==> src/rtl/dw_alu_pkg.sv <==
// Shared definitions for the sequential add/subtract datapath: FSM state
// encoding, operation select encoding and the default slice width.
package dw_alu_pkg;

  localparam int unsigned HALF_W_DEF = 16;

  localparam logic OP_ADD = 1'b0;
  localparam logic OP_SUB = 1'b1;

  typedef enum logic [1:0] {
    IDLE = 2'd0,
    LO   = 2'd1,
    HI   = 2'd2
  } state_t;

endpackage

==> src/rtl/add16_slice.sv <==
// Combinational W-bit adder slice with carry-in. It also exposes the carry
// into its MSB so the caller can derive signed overflow.
module add16_slice
  import dw_alu_pkg::*;
#(
  parameter int unsigned W = HALF_W_DEF
) (
  input  logic [W-1:0] x,
  input  logic [W-1:0] y,
  input  logic         cin,
  output logic [W-1:0] sum,
  output logic         cout,
  output logic         c_msb_in
);

  logic [W:0] full;

  // One-extra-bit add; the carry into the MSB is recovered from the MSB sum bit.
  always_comb begin
    full     = {1'b0, x} + {1'b0, y} + {{W{1'b0}}, cin};
    sum      = full[W-1:0];
    cout     = full[W];
    c_msb_in = x[W-1] ^ y[W-1] ^ full[W-1];
  end

endmodule

==> src/rtl/dw_addsub_seq.sv <==
// Two-cycle sequential add/subtract over 2*HALF_W bits using a single
// HALF_W slice adder: low half in LO, high half in HI.
// Optional feature: define DW_ADDSUB_OVF_EN to add the psw_v overflow flag.
module dw_addsub_seq
  import dw_alu_pkg::*;
#(
  parameter int unsigned HALF_W = HALF_W_DEF
) (
  input  logic                clk,
  input  logic                rst,
  input  logic                start,
  input  logic                op,
  input  logic                use_c,
  input  logic                flag_we,
  input  logic [2*HALF_W-1:0] a,
  input  logic [2*HALF_W-1:0] b,
  output logic                busy,
  output logic                done,
  output logic [2*HALF_W-1:0] result,
  output logic                psw_c,
  output logic                psw_z,
  output logic                psw_n
`ifdef DW_ADDSUB_OVF_EN
  ,
  output logic                psw_v
`endif
);

  localparam int unsigned W = 2 * HALF_W;

  state_t              state_q, state_d;
  logic [W-1:0]        a_q, a_d;
  logic [W-1:0]        b_q, b_d;
  logic                op_q, op_d;
  // use_c is folded into the latched carry-in at accept time, so psw_c is
  // sampled exactly at the start-accept edge.
  logic                cin_q, cin_d;
  logic                flag_we_q, flag_we_d;
  logic [HALF_W-1:0]   lo_sum_q, lo_sum_d;
  logic                lo_c_q, lo_c_d;
  logic [W-1:0]        result_q, result_d;
  logic                done_q, done_d;
  logic                psw_c_q, psw_c_d;
  logic                psw_z_q, psw_z_d;
  logic                psw_n_q, psw_n_d;
`ifdef DW_ADDSUB_OVF_EN
  logic                psw_v_q, psw_v_d;
`endif

  logic [HALF_W-1:0]   slice_x;
  logic [HALF_W-1:0]   slice_y_raw;
  logic [HALF_W-1:0]   slice_y;
  logic                slice_ci;
  logic [HALF_W-1:0]   slice_sum;
  logic                slice_co;
`ifdef DW_ADDSUB_OVF_EN
  logic                slice_cmsb;
`else
  logic                slice_cmsb_unused;
`endif

  // Steer the operand halves and carry-in into the shared slice by state.
  always_comb begin
    if (state_q == HI) begin
      slice_x     = a_q[W-1:HALF_W];
      slice_y_raw = b_q[W-1:HALF_W];
      slice_ci    = lo_c_q;
    end else begin
      slice_x     = a_q[HALF_W-1:0];
      slice_y_raw = b_q[HALF_W-1:0];
      slice_ci    = cin_q;
    end
    slice_y = (op_q == OP_SUB) ? ~slice_y_raw : slice_y_raw;
  end

  add16_slice #(
    .W (HALF_W)
  ) u_slice (
    .x        (slice_x),
    .y        (slice_y),
    .cin      (slice_ci),
    .sum      (slice_sum),
    .cout     (slice_co),
`ifdef DW_ADDSUB_OVF_EN
    .c_msb_in (slice_cmsb)
`else
    .c_msb_in (slice_cmsb_unused)
`endif
  );

  // Next-state and datapath update; everything holds unless its state acts.
  always_comb begin
    state_d   = state_q;
    a_d       = a_q;
    b_d       = b_q;
    op_d      = op_q;
    cin_d     = cin_q;
    flag_we_d = flag_we_q;
    lo_sum_d  = lo_sum_q;
    lo_c_d    = lo_c_q;
    result_d  = result_q;
    done_d    = 1'b0;
    psw_c_d   = psw_c_q;
    psw_z_d   = psw_z_q;
    psw_n_d   = psw_n_q;
`ifdef DW_ADDSUB_OVF_EN
    psw_v_d   = psw_v_q;
`endif
    unique case (state_q)
      IDLE: begin
        if (start) begin
          state_d   = LO;
          a_d       = a;
          b_d       = b;
          op_d      = op;
          cin_d     = use_c ? psw_c_q : op;
          flag_we_d = flag_we;
        end
      end
      LO: begin
        state_d  = HI;
        lo_sum_d = slice_sum;
        lo_c_d   = slice_co;
      end
      HI: begin
        state_d  = IDLE;
        result_d = {slice_sum, lo_sum_q};
        done_d   = 1'b1;
        if (flag_we_q) begin
          psw_c_d = slice_co;
          psw_z_d = ({slice_sum, lo_sum_q} == '0);
          psw_n_d = slice_sum[HALF_W-1];
`ifdef DW_ADDSUB_OVF_EN
          psw_v_d = slice_cmsb ^ slice_co;
`endif
        end
      end
      default: state_d = IDLE;
    endcase
  end

  // FSM state register.
  always_ff @(posedge clk or posedge rst) begin
    if (rst) state_q <= IDLE;
    else     state_q <= state_d;
  end

  // Operand, partial-sum, result and flag registers.
  always_ff @(posedge clk or posedge rst) begin
    if (rst) begin
      a_q       <= '0;
      b_q       <= '0;
      op_q      <= 1'b0;
      cin_q     <= 1'b0;
      flag_we_q <= 1'b0;
      lo_sum_q  <= '0;
      lo_c_q    <= 1'b0;
      result_q  <= '0;
      done_q    <= 1'b0;
      psw_c_q   <= 1'b0;
      psw_z_q   <= 1'b0;
      psw_n_q   <= 1'b0;
`ifdef DW_ADDSUB_OVF_EN
      psw_v_q   <= 1'b0;
`endif
    end else begin
      a_q       <= a_d;
      b_q       <= b_d;
      op_q      <= op_d;
      cin_q     <= cin_d;
      flag_we_q <= flag_we_d;
      lo_sum_q  <= lo_sum_d;
      lo_c_q    <= lo_c_d;
      result_q  <= result_d;
      done_q    <= done_d;
      psw_c_q   <= psw_c_d;
      psw_z_q   <= psw_z_d;
      psw_n_q   <= psw_n_d;
`ifdef DW_ADDSUB_OVF_EN
      psw_v_q   <= psw_v_d;
`endif
    end
  end

  assign busy   = (state_q != IDLE);
  assign done   = done_q;
  assign result = result_q;
  assign psw_c  = psw_c_q;
  assign psw_z  = psw_z_q;
  assign psw_n  = psw_n_q;
`ifdef DW_ADDSUB_OVF_EN
  assign psw_v  = psw_v_q;
`endif

endmodule

==> config.mk <==
export PLATFORM = sky130hd
export DESIGN_NAME = dw_addsub_seq
export DESIGN_NICKNAME = d
export VERILOG_FILES = /design/src/rtl/dw_alu_pkg.sv /design/src/rtl/add16_slice.sv /design/src/rtl/dw_addsub_seq.sv
export SDC_FILE = /design/constraint.sdc
export NUM_CORES = 1
export LEC_CHECK = 0
export BUFFER_PORTS_ARGS = -buffer_cell sky130_fd_sc_hd__buf_2
export CAP_MARGIN = 40
export CORE_UTILIZATION = 40
export DETAILED_ROUTE_END_ITERATION = 10
export GPL_ROUTABILITY_DRIVEN = 0
export HOLD_SLACK_MARGIN = 0.12
export PLACE_DENSITY = 0.58
export SLEW_MARGIN = 15
export SYNTH_ARGS = -nofsm -noshare
export SYNTH_HDL_FRONTEND = slang
export SYNTH_HIERARCHICAL = 1
export SYNTH_SLANG_ARGS = --single-unit
==> constraint.sdc <==
create_clock -name clk -period 4.3 [get_ports clk]
set_input_delay 0 -clock clk [delete_from_list [all_inputs] [get_ports clk]]
set_output_delay 0 -clock clk [all_outputs]
set_load 0.01 [all_outputs]
==> results of run 1 <==
## layer usage
layer / GRT usage (%) / up-vias / wire, um
met5: 0 / - / 0
met4: 7.91 / 0 / 206
met1: 24.4 / 1962 / 6090
met3: 4.43 / 17 / 545
li1: - / 1904 / -
met2: 30.0 / 103 / 6080
## path summary, 6_finish.rpt
path	slack (ps)	to	from
worst max-delay path	430	psw_z$_DFFE_PP0P_	state_q[1]$_DFFE_PP0P_
worst min-delay path	330	b_q[7]$_DFFE_PP0P_	b[7]
worst max register to register	430	psw_z$_DFFE_PP0P_	state_q[1]$_DFFE_PP0P_
worst min register to register	480	b_q[10]$_DFFE_PP0P_	b_q[10]$_DFFE_PP0P_
max in group asynchronous	2690	a_q[25]$_DFFE_PP0P_	rst
min in group asynchronous	690	done$_DFF_PP0_	rst
## power by group through the flow
| stage | combinational, uW | clock [uW] | sequential (uW) |
|---|---|---|---|
| global route | 2840 | 1390 | 1880 |
| floorplan | 1740 | 0 | 1840 |
| CTS | 2560 | 1340 | 1830 |
| detailed placement | 2490 | 0 | 1850 |
| finish | 2580 | 1310 | 1830 |
| global placement | 2440 | 0 | 1830 |
## logic make-up after synthesis
family / after synthesis / share of synthesized area, %
compound gates: 39 / 4.59
xor+xnor: 30 / 4.48
fa+ha+maj: 17 / 3.89
buf+inv: 25 / 2.71
flops: 122 / 52.1
mux: 152 / 28.8
simple gates: 36 / 3.42
## layout by cell type, fill, tap and decap left out, types with 8 or more instances in the layout
cell type      synthesis  routed
a21oi_1               12      12
buf_2                 10     106
clkbuf_16              0      17
mux2_2               124     124
nand2_1               10      10
mux2_1                10      10
dfrtp_1              122     122
dlygate4sd3_1          0      73
ha_1                  15      15
mux2i_1               18      18
nor4_1                 8       8
xnor2_1               23      23
## final cells by class
type                            instances  area [um^2]  share of cell area (%)
Clock buffer                           23          478                    6.06
Sequential cell                       122         3050                    38.7
Timing Repair Buffer                  187         1370                    17.3
Tap cell                              180          225                    2.85
Multi-Input combinational cell        274         2670                    33.9
Inverter                                6         25.0                   0.317
Clock inverter                          7         68.8                   0.872
## worst max-delay path: stages, from the launching register on
cell	delay [ps]
dfrtp_1	440
nor2b_4	270
mux2i_1	260
xnor2_1	120
fa_1	480
fa_1	420
a21o_1	230
a221oi_4	310
a2bb2oi_2	240
mux2i_1	240
xnor2_1	120
nor4_1	280
nand4_1	140
o31ai_1	230
## timing repair
item                                   4_1_cts  5_1_grt
gates resized for setup                      0        1
hold buffers                                72        1
endpoints found under the hold margin      189        1
setup endpoints to repair                    0        1
## per-stage QoR
step           util (%)  area [um^2]  power (uW)  hold WS, ps
6_report           56.0         7890        5710          332
5_1_grt            56.0         7890        6110          337
4_1_cts            55.6         7840        5740          308
3_5_place_dp       46.6         6570        4350         1.35
3_3_place_gp       46.4         6530        4280          217
2_1_floorplan         -         5860        3580          135
## synthesized netlist by cell type (2+ instances only)
master and instances:
a21boi_0 2, a21o_1 5, a21oi_1 12, and2_1 2, and3_1 2, buf_2 10, buf_4 2, buf_6 6
dfrtp_1 122, fa_1 2, ha_1 15, inv_1 6, mux2_1 10, mux2_2 124, mux2i_1 18, nand2_1 10
nand3b_1 2, nand4_1 4, nor2_1 3, nor4_1 8, o211ai_1 2, o21ai_0 5, xnor2_1 23, xor2_1 7
## state kept, by name, summed over array words and instances, names as in the netlist
name,count
psw_n,1
done,1
state_q,2
op_q,1
psw_c,1
lo_c_q,1
cin_q,1
a_q,32
psw_z,1
lo_sum_q,16
flag_we_q,1
result,32
b_q,32
==> key figures, run 1 <==
Drt
  • WL/cell: 16.2 um
  • DR pass1 iterations: 4
  • Via count: 3986
  • DR DRC count: 0
  • Final ANT Viol Nets: 0
  • 1st-iter DRT viols: 108
  • Post-Route WL: 12900 um
  • Vias per cell: 4.99

Cells and area
  • Non-filler cells, final: 799
  • Share of post-route cells with drive strength above 1: 43.9%
  • Ant. Diodes: 0
  • Layout area overhead: 34.6%
  • Number of fill cells: 1186
  • Nets: 695

GRT
  • Initial antenna violation count: 0
  • Largest net degree at the start of global routing: 67
  • Vias in the first global route: 4152
  • Gr ovfl total: 0
  • First-pass GRT wire length: 21100 um
  • GRT Util Overall: 18.8%

Floorplanning
  • Row cnt: 43
  • # IOs: 107
  • Die area: 0.0151 mm^2
  • Initial Util: 41.6%
  • Die Ht: 123 um
  • Core box area: 0.0141 mm^2
  • DIE WIDTH: 123 um

Critical path
  • Worst EP arrival: 4190 ps
  • Crit start category: flip-flop
  • CP Max Fanout: 6
  • Worst-case reg-to-reg path depth: 13
  • CP Capture Type: flip-flop
  • Setup CP Type: reg -> reg
  • Data required time at the worst endpoint: 4620 ps

Pwr
  • Comb power frac: 45.1%
  • Clock power frac: 22.9%
  • Power density over the cells: 724 mW/mm^2
  • Leak: 0.00348 uW
  • Sequential power share: 32.0%
  • Internal Power: 3640 uW
  • Switch Pwr: 2070 uW
  • Peak supply drop: 0.000337 V
  • Sw frac: 36.2%

Synth
  • Top cell type's share of synthesized area: 52.1%
  • Mapped cell area: 0.00586 mm^2
  • Synth area leader: dfrtp_1
  • Predominant post-synthesis flop cell: dfrtp_1
  • Avg Cell Area, Syn: 13.9 um^2
  • Synthesized net count: 508
  • Yosys Warn Count: 6
  • Synth top area cells: dfrtp_1 (52%), mux2_2 (24%), xnor2_1 (3.4%)
  • Synth cell types: 43
  • Number of synthesized flops with an enable pin: 0
  • Post-synth ARST share: 100%
  • Seq/Total Area, Yosys: 52.1%
  • Post-synthesis instance total: 421
  • #FFs+latches synth: 122

STA
  • Tcrit/Tclk final: 90.0%
  • Max-slew violation count: 0
  • RSZ-0062 raised after global routing: false
  • Tightest Pin Transition: 681 ps
  • FMAX: 259 MHz
  • Worst setup slack after layout: 432 ps
  • Final min period: 3870 ps
  • Clk_skew: 8.51 ps
  • Final setup fails: 0
  • Setup_tns: 0 ps
  • Slew Limit Headroom: 54.6%
  • Final hold vios: 0

Clock tree
  • Max H-tree Level: 4
  • Total clock sinks: 122
  • Root Buffer: clkbuf_16
  • CTS max path bufs: 2
  • Total CTS buffers: 17
  • Clock latency on the worst-skew pair: 420 ps
  • Reg clk slew, reported paths: 50 ps
  • # Post-CTS Setup Buffers: 0
  • Clock tree from TritonCTS: built

Run status
  • Outcome: finished, final reports clean

Flow run
  • Max-cap viol count: 0

Place
  • Post-DP HPWL: 9040 um
  • Placed insts: 695
  • PortBufs: 106
  • Pre-CTS setup slack: 362 ps

Hold path
  • Cells on Worst Hold Path: 3
  • HP Class: in -> reg
(Power assumes the default switching activity.)
==> inputs of run 2 (changes only) <==
--- a/config.mk
+++ b/config.mk
@@ -8,6 +8,7 @@
 export BUFFER_PORTS_ARGS = -buffer_cell sky130_fd_sc_hd__buf_2
 export CAP_MARGIN = 40
 export CORE_UTILIZATION = 40
+export CTS_CLUSTER_DIAMETER = 60
 export DETAILED_ROUTE_END_ITERATION = 10
 export GPL_ROUTABILITY_DRIVEN = 0
 export HOLD_SLACK_MARGIN = 0.12
@@ -15,5 +16,4 @@
 export SLEW_MARGIN = 15
 export SYNTH_ARGS = -nofsm -noshare
 export SYNTH_HDL_FRONTEND = slang
-export SYNTH_HIERARCHICAL = 1
 export SYNTH_SLANG_ARGS = --single-unit
==> key figures, run 2 <==
Run status
  • Outcome: finished, final reports clean

Critical path
  • CP Capture Type: flip-flop
  • CP Max Fanout: 29 (+23)
  • Crit start category: flip-flop
  • Setup CP Type: reg -> reg
  • Worst EP arrival: 4090 ps (-100 ps)
  • Data required time at the worst endpoint: 4650 ps (+30 ps)

Synth
  • Predominant post-synthesis flop cell: dfrtp_1
  • Synth area leader: dfrtp_1
  • Mux cell area share after synthesis: 16.2% (-13 points)
  • Post-Synth Adder-Cell Area: 3.89% (+0.0091 points)
  • Area share of and/or/nand/nor cells after synthesis: 13.2% (+9.7 points)
  • Synthesized net count: 637 (+25%)
  • Synth top area cells: dfrtp_1 (52%), mux2_2 (13%), nand2_1 (9.1%)
  • Top cell type's share of synthesized area: 52.2% (+0.12 points)
  • Post-synthesis xor/xnor area fraction: 4.45% (-0.032 points)
  • Post-synth ARST share: 100% (unchanged)
  • Most frequent cell after synthesis: nand2_1
  • Number of synthesized flops with an enable pin: 0 (unchanged)
  • Synth cell types: 44 (+2.3%)
  • #FFs+latches synth: 122 (unchanged)
  • Yosys Warn Count: 0 (-6)
  • Mapped cell area: 0.00585 mm^2 (-0.23%)
  • Post-synth top cells: nand2_1 (141), dfrtp_1 (122), mux2_2 (67)
  • Seq/Total Area, Yosys: 52.2% (+0.12 points)
  • Post-synthesis compound-gate area fraction: 7.53% (+2.9 points)
  • Avg Cell Area, Syn: 10.6 um^2 (-24%)
  • Largest family of logic cells by synthesized area: multiplexers
  • Post-synthesis instance total: 550 (+31%)

STA
  • RSZ-0062 raised after global routing: false
  • FMAX: 268 MHz (+3.7%)
  • Tcrit/Tclk final: 86.8% (-3.2 points)
  • Slew Limit Headroom: 58.6% (+4.0 points)
  • Tightest Pin Transition: 621 ps (-60.2 ps)
  • Setup_tns: 0 ps (unchanged)
  • Clk_skew: 6.48 ps (-2.03 ps)
  • Max-slew violation count: 0 (unchanged)
  • Final hold vios: 0 (unchanged)
  • Final min period: 3730 ps (-137 ps)
  • Final setup fails: 0 (unchanged)

Floorplanning
  • # IOs: 107 (unchanged)
  • Row cnt: 43 (unchanged)
  • DIE WIDTH: 123 um (-0.12%)
  • Initial Util: 41.5% (-0.098 points)
  • Die Ht: 123 um (-0.12%)
  • Die area: 0.0151 mm^2 (-0.24%)
  • Core box area: 0.0141 mm^2 (unchanged)

Clock tree
  • Max H-tree Level: 4 (unchanged)
  • Post-CTS Resized: 0 (unchanged)
  • Clock latency on the worst-skew pair: 410 ps (about the same)
  • # Post-CTS Setup Buffers: 0 (unchanged)
  • Clock tree from TritonCTS: built
  • Root Buffer: clkbuf_16
  • Total CTS buffers: 17 (unchanged)
  • CTS max path bufs: 2 (unchanged)
  • Cts hold-fix bufs: 68 (-5.6%)
  • Total clock sinks: 122 (unchanged)
  • Reg clk slew, reported paths: 50 ps (about the same)

Cells and area
  • Nets: 811 (+17%)
  • Ant. Diodes: 0 (unchanged)
  • Layout area overhead: 33.6%
  • Commonest non-fill, non-tap cells in the layout: nand2_1 (141), dfrtp_1 (122), buf_2 (106), dlygate4sd3_1 (68), mux2_2 (67)
  • Cell area after layout: 0.00781 mm^2 (-1.0%)
  • Commonest non-fill, non-tap cell in the layout: nand2_1
  • Footprint of the multi-input gates: 0.00265 mm^2 (-0.80%)
  • Register area: 0.00305 mm^2 (unchanged)
  • Number of fill cells: 1238 (+4.4%)
  • Share of post-route cells with drive strength above 1: 29.5% (-14 points)

Drt
  • DR DRC count: 0 (unchanged)
  • DR pass1 iterations: 4 (unchanged)
  • Final ANT Viol Nets: 0 (unchanged)
  • WL/cell: 14.5 um (-10%)
  • Vias per cell: 4.95 (-0.85%)
  • Via count: 4516 (+13%)
  • Post-Route WL: 13200 um (+2.3%)
  • 1st-iter DRT viols: 188 (+74%)

GRT
  • Initial antenna violation count: 0 (unchanged)
  • GRT Util Overall: 19.2% (+0.49 points)
  • Gr ovfl total: 0 (unchanged)
  • Vias in the first global route: 4485 (+8.0%)
  • First-pass GRT wire length: 22100 um (+4.8%)
  • Largest net degree at the start of global routing: 70 (+4.5%)

Flow run
  • Max-cap viol count: 0 (unchanged)

Pwr
  • Peak supply drop: 0.000330 V (-2.0%)
  • Tot Pwr: 5520 uW (-3.4%)
  • Leak: 0.00368 uW (+5.7%)
  • Power density over the cells: 706 mW/mm^2 (-2.5%)

Hold path
  • HP Class: in -> async

Place
  • PortBufs: 106 (unchanged)
  • Post-DP HPWL: 9420 um (+4.2%)
  • Cell Area, Placed: 0.00659 mm^2 (+0.19%)
## run 2: cell types whose count changed in the layout (fill, tap and decap cells not counted), moves of 6 or more
| cell | previous run | this run |
|---|---|---|
| mux2_1 | 10 | 0 |
| o21ai_0 | 5 | 42 |
| mux2_2 | 124 | 67 |
| nor2_1 | 3 | 13 |
| nand3_1 | 1 | 7 |
| nand2_1 | 10 | 141 |
## run 2: path summary, 6_finish.rpt
path,slack [ps],endpoint,startpoint,depth (start not counted)
max,570,psw_z$_DFFE_PP0P_,state_q[0]$_DFFE_PP0P_,14
max in group asynchronous,2970,b_q[17]$_DFFE_PP0P_,rst,5
max reg2reg,570,psw_z$_DFFE_PP0P_,state_q[0]$_DFFE_PP0P_,14
min reg2reg,460,result[7]$_DFFE_PP0P_,result[7]$_DFFE_PP0P_,2
min,120,result[29]$_DFFE_PP0P_,rst,3
min in group clk,130,a_q[17]$_DFFE_PP0P_,start,5
## run 2: cell families after synthesis
| family | count (synthesis) |
|---|---|
| AND/OR/NAND/NOR | 184 |
| flip-flops | 122 |
| multiplexers | 86 |
| AO/OA/AOI/OAI | 76 |
| buffers and inverters | 37 |
| XOR/XNOR | 28 |
| adder cells (fa/ha/maj) | 17 |
## run 2: worst max-delay path, stage by stage, from the launching register on
cell,delay [ps]
dfrtp_1,380
nand2b_2,260
inv_2,110
buf_4,360
mux2i_1,290
xnor2_1,140
fa_1,470
a211oi_2,330
o21ai_1,130
a2111oi_0,380
a21oi_1,150
xnor2_2,190
nand4_1,130
nor3b_2,210
a31o_1,150
## run 2: where the power goes
part / internal, uW / switching [uW]
clock: 806 / 457
sequential: 1560 / 246
combinational: 1060 / 1390
## run 2: stage by stage
step                      instances  hold slack [ps]  utilization, %  setup slack, ps
after floorplan                 550              152               -              712
after global placement          814              232            46.4              672
after detailed placement        816             13.6            46.7              598
after CTS                       912              126            55.2              574
after global routing            913              146            55.4              287
final                           913              123            55.4              569
## run 2: layout make-up
type	instances	share of cell area, %
inverters	9	0.465
clock inverters	4	0.577
multi-input cells	391	34.0
well taps	180	2.88
repair buffers	183	17.0
flip-flops and latches	122	39.1
clock buffers	24	6.04
## run 2: per-layer routing
metal  track usage, %  part of all wire (%)
met1             25.6                    47
met2             30.2                    47
met3             4.84                   4.7
met4             7.32                   1.6
met5                0                     0
